<file path="config.mk">
export PLATFORM = sky130hd
export DESIGN_NAME = load_store_unit
export DESIGN_NICKNAME = d
export VERILOG_FILES = /design/src/rtl/lsu_pkg.sv /design/src/rtl/lsu_lane_align.sv /design/src/rtl/load_store_unit.sv
export SDC_FILE = /design/constraint.sdc
export NUM_CORES = 1
export LEC_CHECK = 0
export BUFFER_PORTS_ARGS = -buffer_cell sky130_fd_sc_hd__buf_2
export CORE_ASPECT_RATIO = 0.75
export CORE_UTILIZATION = 48
export CTS_BUF_LIST = sky130_fd_sc_hd__clkbuf_8
export CTS_CLUSTER_DIAMETER = 200
export DETAILED_ROUTE_END_ITERATION = 12
export GPL_ROUTABILITY_DRIVEN = 0
export PLACE_DENSITY_LB_ADDON = 0.2
export RECOVER_POWER = 100
export SYNTH_ARGS = -nofsm -noshare
export SYNTH_HDL_FRONTEND = slang
export SYNTH_SLANG_ARGS = --single-unit
export TNS_END_PERCENT = 5
</file>
<file path="constraint.sdc">
create_clock -name clock -period 1.8 [get_ports clock]
set_input_delay 0 -clock clock [delete_from_list [all_inputs] [get_ports clock]]
set_output_delay 0 -clock clock [all_outputs]
set_load 0.05 [all_outputs]
</file>
<file path="src/rtl/lsu_pkg.sv">
// Purpose: shared encodings for the load/store unit (sizes, FSM states, latched request).
// Latency: n/a (types, constants and a pure helper function only).
// Backpressure: n/a.
package lsu_pkg;

    // Word-address width of the 128-word data memory.
    localparam int LSU_ADDR_W = 7;

    localparam logic [1:0] SZ_BYTE = 2'd0;
    localparam logic [1:0] SZ_HALF = 2'd1;
    localparam logic [1:0] SZ_WORD = 2'd2;

    typedef enum logic [2:0] {
        IDLE = 3'd0,
        RD   = 3'd1,
        CAP  = 3'd2,
        WR   = 3'd3,
        ERR  = 3'd4,
        RESP = 3'd5
    } lsu_state_e;

    // Request fields held for the whole operation (word address is kept separately
    // because its width follows the ADDR_W parameter).
    typedef struct packed {
        logic       write;
        logic [1:0] size;
        logic       sgn;
        logic [1:0] offset;
        logic       mis;
    } lsu_req_t;

    // Size 3 is always rejected; halves need an even offset, words offset 0.
    function automatic logic is_misaligned(input logic [1:0] size, input logic [1:0] offset);
        return ((size == SZ_HALF) && offset[0]) ||
               ((size == SZ_WORD) && (offset != 2'd0)) ||
               (size == 2'd3);
    endfunction

endpackage

</file>
<file path="src/rtl/lsu_lane_align.sv">
// Purpose: little-endian lane extraction (with sign/zero extension) and sub-word store merge.
// Latency: purely combinational.
// Backpressure: none; outputs follow inputs.
// Ports: word_i (memory word), wdata_i (right-justified store data), offset_i/size_i/sign_i
//        (access shape), rdata_o (extended load value), merged_o (word with store lane replaced).
module lsu_lane_align
    import lsu_pkg::*;
(
    input  logic [31:0] word_i,
    input  logic [31:0] wdata_i,
    input  logic [1:0]  offset_i,
    input  logic [1:0]  size_i,
    input  logic        sign_i,
    output logic [31:0] rdata_o,
    output logic [31:0] merged_o
);

    function automatic logic [31:0] extract(input logic [31:0] word, input logic [1:0] offset,
                                            input logic [1:0] size, input logic sgn);
        logic [31:0] sh;
        logic [31:0] res;
        sh = word >> {offset, 3'b000};
        case (size)
            SZ_BYTE: res = {{24{sgn & sh[7]}}, sh[7:0]};
            SZ_HALF: res = {{16{sgn & sh[15]}}, sh[15:0]};
            default: res = word;
        endcase
        return res;
    endfunction

    function automatic logic [31:0] merge(input logic [31:0] old_word, input logic [31:0] wdata,
                                          input logic [1:0] offset, input logic [1:0] size);
        logic [31:0] mask;
        logic [31:0] data;
        case (size)
            SZ_BYTE: begin
                mask = 32'h0000_00ff << {offset, 3'b000};
                data = {24'b0, wdata[7:0]} << {offset, 3'b000};
            end
            SZ_HALF: begin
                mask = 32'h0000_ffff << {offset, 3'b000};
                data = {16'b0, wdata[15:0]} << {offset, 3'b000};
            end
            default: begin
                mask = 32'hffff_ffff;
                data = wdata;
            end
        endcase
        return (old_word & ~mask) | (data & mask);
    endfunction

    assign rdata_o  = extract(word_i, offset_i, size_i, sign_i);
    assign merged_o = merge(word_i, wdata_i, offset_i, size_i);

endmodule

</file>
<file path="src/rtl/load_store_unit.sv">
// Purpose: byte-addressed load/store front end for a word-only data memory (RMW for sub-word stores).
// Latency: acceptance to resp_valid: word store 2, load 3, sub-word store 4, misaligned 2 cycles.
// Backpressure: req_ready only in IDLE (one request outstanding); resp_* is a pulse with no backpressure.
// Ports: req_* request channel, resp_* one-cycle response, mem_* word port to the data memory
//        (mem_data_out valid the cycle after a mem_read cycle).
module load_store_unit
    import lsu_pkg::*;
#(
    parameter int ADDR_W = LSU_ADDR_W,
    parameter int DATA_W = 32
) (
    input  logic              clock,
    input  logic              reset_n,
    input  logic              req_valid,
    output logic              req_ready,
    input  logic              req_write,
    input  logic [1:0]        req_size,
    input  logic              req_signed,
    input  logic [ADDR_W+1:0] req_addr,
    input  logic [DATA_W-1:0] req_wdata,
    output logic              resp_valid,
    output logic [DATA_W-1:0] resp_rdata,
    output logic              resp_misaligned,
    output logic [ADDR_W-1:0] mem_address,
    output logic [DATA_W-1:0] mem_write_data,
    output logic              mem_write,
    output logic              mem_read,
    input  logic [DATA_W-1:0] mem_data_out
);

    lsu_state_e        state_q, state_d;
    lsu_req_t          req_q, req_d;
    logic [ADDR_W-1:0] addr_q, addr_d;
    // Holds the full store word: req_wdata for word stores, the merged word for RMW.
    logic [DATA_W-1:0] wbuf_q, wbuf_d;
    logic [DATA_W-1:0] rdata_q, rdata_d;

    logic [31:0] lane_rdata;
    logic [31:0] lane_merged;

    lsu_lane_align u_lane_align (
        .word_i   (mem_data_out),
        .wdata_i  (wbuf_q),
        .offset_i (req_q.offset),
        .size_i   (req_q.size),
        .sign_i   (req_q.sgn),
        .rdata_o  (lane_rdata),
        .merged_o (lane_merged)
    );

    // State register
    always_ff @(posedge clock or negedge reset_n) begin
        if (!reset_n) begin
            state_q <= IDLE;
            req_q   <= '0;
            addr_q  <= '0;
            wbuf_q  <= '0;
            rdata_q <= '0;
        end else begin
            state_q <= state_d;
            req_q   <= req_d;
            addr_q  <= addr_d;
            wbuf_q  <= wbuf_d;
            rdata_q <= rdata_d;
        end
    end

    // Next-state and datapath
    always_comb begin
        state_d = state_q;
        req_d   = req_q;
        addr_d  = addr_q;
        wbuf_d  = wbuf_q;
        rdata_d = rdata_q;
        case (state_q)
            IDLE: begin
                if (req_valid) begin
                    req_d.write  = req_write;
                    req_d.size   = req_size;
                    req_d.sgn    = req_signed;
                    req_d.offset = req_addr[1:0];
                    req_d.mis    = is_misaligned(req_size, req_addr[1:0]);
                    addr_d       = req_addr[ADDR_W+1:2];
                    wbuf_d       = req_wdata;
                    // Cleared so stores and errors respond with zero data.
                    rdata_d      = '0;
                    if (req_d.mis) begin
                        state_d = ERR;
                    end else if (req_write && (req_size == SZ_WORD)) begin
                        state_d = WR;
                    end else begin
                        state_d = RD;
                    end
                end
            end
            RD:  state_d = CAP;
            CAP: begin
                if (req_q.write) begin
                    wbuf_d  = lane_merged;
                    state_d = WR;
                end else begin
                    rdata_d = lane_rdata;
                    state_d = RESP;
                end
            end
            WR:      state_d = RESP;
            ERR:     state_d = RESP;
            RESP:    state_d = IDLE;
            default: state_d = IDLE;
        endcase
    end

    // Outputs decoded from registered state only. reset_n gates req_ready so the
    // unit never advertises acceptance while held in reset.
    always_comb begin
        req_ready       = (state_q == IDLE) && reset_n;
        mem_read        = (state_q == RD) || (state_q == CAP);
        mem_write       = (state_q == WR);
        mem_address     = (mem_read || mem_write) ? addr_q : '0;
        mem_write_data  = mem_write ? wbuf_q : '0;
        resp_valid      = (state_q == RESP);
        resp_rdata      = resp_valid ? rdata_q : '0;
        resp_misaligned = resp_valid && req_q.mis;
    end

endmodule

</file>
# --- Word level (Yosys, flattened, before mapping) ---
# Index checks and enable logic that the tools add are counted.
word_totals:
  register_bits: 81
  latchBits: 0
  mem_bits_rw: 0
  mem_bits_ro: 0
  in_bits: 80
  out_inout_bits: 76
  wordCells: 66
  mem_count: 0
classes:
  addsub: 0
  n_mul: 0
  n_div: 0
  n_lt_le_gt_ge: 0
  n_eq_ne: 12
  n_shift: 5
  mux: 17
  bitwise: 6
  reduce_logical: 17
op_table:
  columns: ["op", "n"]
  rows:
  - ["$pmux W32 S2", 5]
  - ["$mux W32", 6]
  - ["$and A32 B32 Y32", 2]
  - ["$not A32 Y32", 1]
  - ["$or A32 B32 Y32", 1]
  - ["$shl A16 B5 Y32", 1]
  - ["$shl A16 B5 Y32 const A", 1]
  - ["$shl A8 B5 Y32", 1]
  - ["$shl A8 B5 Y32 const A", 1]
  - ["$shr A32 B5 Y16", 1]
  - ["$pmux W3 S4", 1]
  - ["$mux W3", 3]
  - ["$mux W7", 1]
  - ["$eq A3 B2 Y1 const B", 2]
  - ["$eq A3 B3 Y1 const B", 2]
  - ["$ne A2 B2 Y1 const B", 3]
  - ["$reduce_and A3 Y1", 2]
  - ["$logic_and A1 B1 Y1", 5]
  - ["$eq A2 B1 Y1 const B", 2]
  - ["$eq A2 B2 Y1 const B", 2]
  - ["$logic_or A1 B1 Y1", 4]
  - ["$reduce_bool A2 Y1", 2]
  - ["$eq A3 B1 Y1 const B", 1]
  - ["$logic_not A3 Y1", 1]
  - ["other kinds (5)", 6]

# --- Logic depth before layout (Yosys ltp) ---
depth:
  word_depth: 7
  depth_mapped: 7
  ltp_nobuf: 4

# --- Hierarchy ---
# From an unflattened synthesis, not the netlist that was laid out.
unflattened:
  hier_cells: 649
  hier_area_um2: 6183.4
by_module_without_submodules:
  columns: ["module", "instances", "cells_each", "area_each_um2", "seq_area_each_um2"]
  rows:
  - ["load_store_unit", 1, 380, 4463.0, 2026.9]
  - ["lsu_lane_align", 1, 269, 1720.4, 0.0]

# --- Worst setup path after synthesis ---
# Ideal clock, no wire load.
synth_timing:
  path_type: "register to output"
  from: "reg state_q[2]"
  to: "out req_ready"
  arrival_time_ns: 2.255
  t_required_ns: 1.800
  slack_ns: -0.455
  path_stages_with_launch: 3
  path_cell_list: "dfrtp_1 clkbuf_1 nor4b_1"
synth_via:
  elab_chain_cells: 2
synth_lines:
  columns: ["item", "line_no", "rtl"]
  rows:
  - ["start, declared", "load_store_unit.sv:31", "lsu_state_e state_q, state_d;"]
  - ["start signal, assigned", "load_store_unit.sv:60", "state_q <= state_d;"]
  - ["$logic_not A3 Y1", "load_store_unit.sv:116", "req_ready = (state_q == IDLE) && reset_n;"]
  - ["$logic_and A1 B1 Y1", "load_store_unit.sv:116", null]
  - ["end, declared", "load_store_unit.sv:15", "output logic req_ready,"]
# Every way passes these cells.

==> impl_metrics.ini <==
[status]
outcome = finished clean

[yosys]
yosys-top-cells-area = dfrtp_1 (42%), and2_1 (9.7%), mux2_2 (4.5%)
ys_seq_area_share_pct = 42.3
yosys.cell_types.count = 46
ys_ff_latch = 81
synth-edff-count = 0
netlist_instances = 511
syn_area_sq_um = 4800
synth_ff_type = dfrtp_1
synthDominantCellAreaShare_pct = 42.3
ffs_w_async_s_r_synth_pct = 100
netlist.top_cell.by_area = dfrtp_1
synth_nets = 591
synth_area_per_cell_sq_um = 9.39
synth.yosys.warnings = 0

[finish]
antenna-diode-count = 0
final_cell_mix = buf_2 (79), dfrtp_1 (78), and2_1 (73)
layout_commonest_cell = buf_2
layout-drive-gt1-share_pct = 33.3
fillers = 717
fin_nets = 829
syn_to_final_growth_pct = 46.6

[run]
drv.max_cap_violation_count = 0

[clock_network]
clock_sink_count = 81
htree_levels = 3
clk-insertion-delay-late_ns = 0.36
cts_tree = yes
numCtsBuffers = 9
clockRootBuffer = clkbuf_8
clockBufferDepth = 2
clkSlewWorstSetupHoldPaths_ns = 0.08

[worst_setup_path]
crit_arrival_ns = 2.02
cp-end-kind = flip-flop
worst-setup-path-type = reg2reg
ff2ff_path_depth = 6
required_ns = 2.04
critical_path_peak_fanout = 12
cp-start-kind = flip-flop
critical_path.reg2reg.startpoint = req_q[1]
r2r_setup_slack_ns = 0.02

[route]
routed_via_density = 5.91
remaining_drc_errors = 0
detailedRoute.firstPassIterationCount = 5
avgRoutedWirePerCell_microns = 19.1
initialDrtViolationCount = 390
num_vias = 5230
drt.antenna.violating_nets = 0
route.final.wire_length_microns = 16900

[timing]
setup_viol = 0
finalSetupTns_ns = 0
tightestPinTransition_ns = 0.723
hold_viol = 0
rsz0062_at_grt = yes
fmaxAchievable_ghz = 0.562
total_count_of_max_transition_violations_in_the_final_report = 0
final.min_clock_period_ns = 1.78
clock_skew_ns = 0.00471
relSlewSlack_pct = 51.8
period_share_pct = 98.9
fin_hold_ws_ns = 0.0158

[worst_hold_path]
timing.hold.worst.start = mem_data_out[13]
hold_class = in2reg
worst_hold_path.endpoint = rdata_q[13]
whs_path_depth = 3

[die]
effective_utilization_at_floorplan_pct = 49.5
die_w_microns = 117
placeableCoreArea_sq_um = 9700
ios = 156
die-area_sq_um = 10400
floorplan.die.height_microns = 88.6
rows = 31

[grt]
grt_first_pass_wirelength_microns = 25500
global_route.overflow_total = 0
gr-usage-all-layers_pct = 32.1
grt_pass1_vias = 4906
grt_max_degree = 37
antenna_found_initial = 0

[placed_design]
portBuffers = 155
dpl_wire_length_microns = 11400

[power]
p_leak_uw = 0.00327
power.density_cell_area_nw_per_um2 = 1560
vdd.ir_drop.worst_mv = 0.677
## final cells by class
type	instances	area, sq um	share of cell area (%)
Multi-Input combinational cell	385	2620	37.3
Inverter	3	11.3	0.160
Timing Repair Buffer	269	2000	28.4
Tap cell	132	165	2.35
Sequential cell	81	2030	28.9
Clock buffer	11	151	2.15
Clock inverter	4	52.6	0.747
## stage by stage
step / total power [uW] / setup WS [ns] / std cells / utilization [%] / instance area [sq um]
5_1_grt: 11500 / -0.0298 / 885 / 72.5 / 7030
2_1_floorplan: 7190 / -0.209 / 511 / - / 4800
3_5_place_dp: 9000 / -0.0392 / 796 / 60.6 / 5880
3_3_place_gp: 8840 / 0.0542 / 796 / 60.6 / 5880
4_1_cts: 10600 / 0.00109 / 882 / 70.3 / 6820
6_report: 10900 / 0.0195 / 885 / 72.5 / 7030
## how the worst max path moves through the flow
stage,from,end,depth (start not counted)
floorplan,state_q[2],resp_rdata[22],4
global placement,state_q[2],flip-flop,5
detailed placement,req_q[1],flip-flop,5
CTS,state_q[1],mem_write_data[8],6
global route,req_q[1],flip-flop,6
finish,req_q[1],flip-flop,6
## kinds of logic (layout without fill, tap and decap cells)
family	after synthesis	in the layout	share of synthesized area [%]
xor+xnor	1	1	0.183
flops	81	81	42.3
simple gates	194	194	21.8
compound gates	161	161	24.9
mux	29	29	6.55
buf+inv	45	287	4.38
## cell usage after synthesis, types with 3 or more instances
cell type	number
a211oi_1	9
nor3_2	4
and2_1	74
mux2i_1	10
mux2_2	19
o21ai_1	15
o21ai_0	21
a221o_1	16
nand2_1	52
a22oi_1	9
o31ai_1	24
nand2b_1	11
o2bb2ai_1	16
nor2b_1	7
a21oi_1	17
buf_2	12
dfrtp_1	81
nor2_1	33
clkbuf_1	25
a221oi_1	16
inv_1	3
a22o_1	8
## report_power, final
| group | total (uW) | switching, uW | leakage (uW) | internal [uW] |
|---|---|---|---|---|
| combinational | 6250 | 3790 | 0.00215 | 2460 |
| sequential | 3300 | 672 | 0.00103 | 2630 |
| clock | 1390 | 679 | 0.0000937 | 709 |
| total | 10900 | 5140 | 0.00327 | 5800 |
## repair_timing
item | CTS | global route
hold buffers | 71 | 0
cloned | 0 | 0
endpoints found under the hold margin | 102 | 0
setup endpoints to repair | 17 | 130
pin swaps | 1 | 2
gates resized for setup | 6 | 110
setup buffers | 0 | 3
## metal layers
metal	GRT usage, %	up-vias	part of all wire (%)
li1	-	2331	-
met1	44.3	2529	42
met2	51.5	319	46
met3	5.48	51	9.1
met4	11.5	0	2.5
met5	0	-	0
## critical path: stages (launching register included)
cell and delay (ns):
dfrtp_2 0.47, buf_4 0.15, clkbuf_4 0.18, o21ba_2 0.28, and2_1 0.24, a22oi_1 0.23, o2bb2ai_1 0.11
Note: power is estimated with default switching activity, not from simulation.
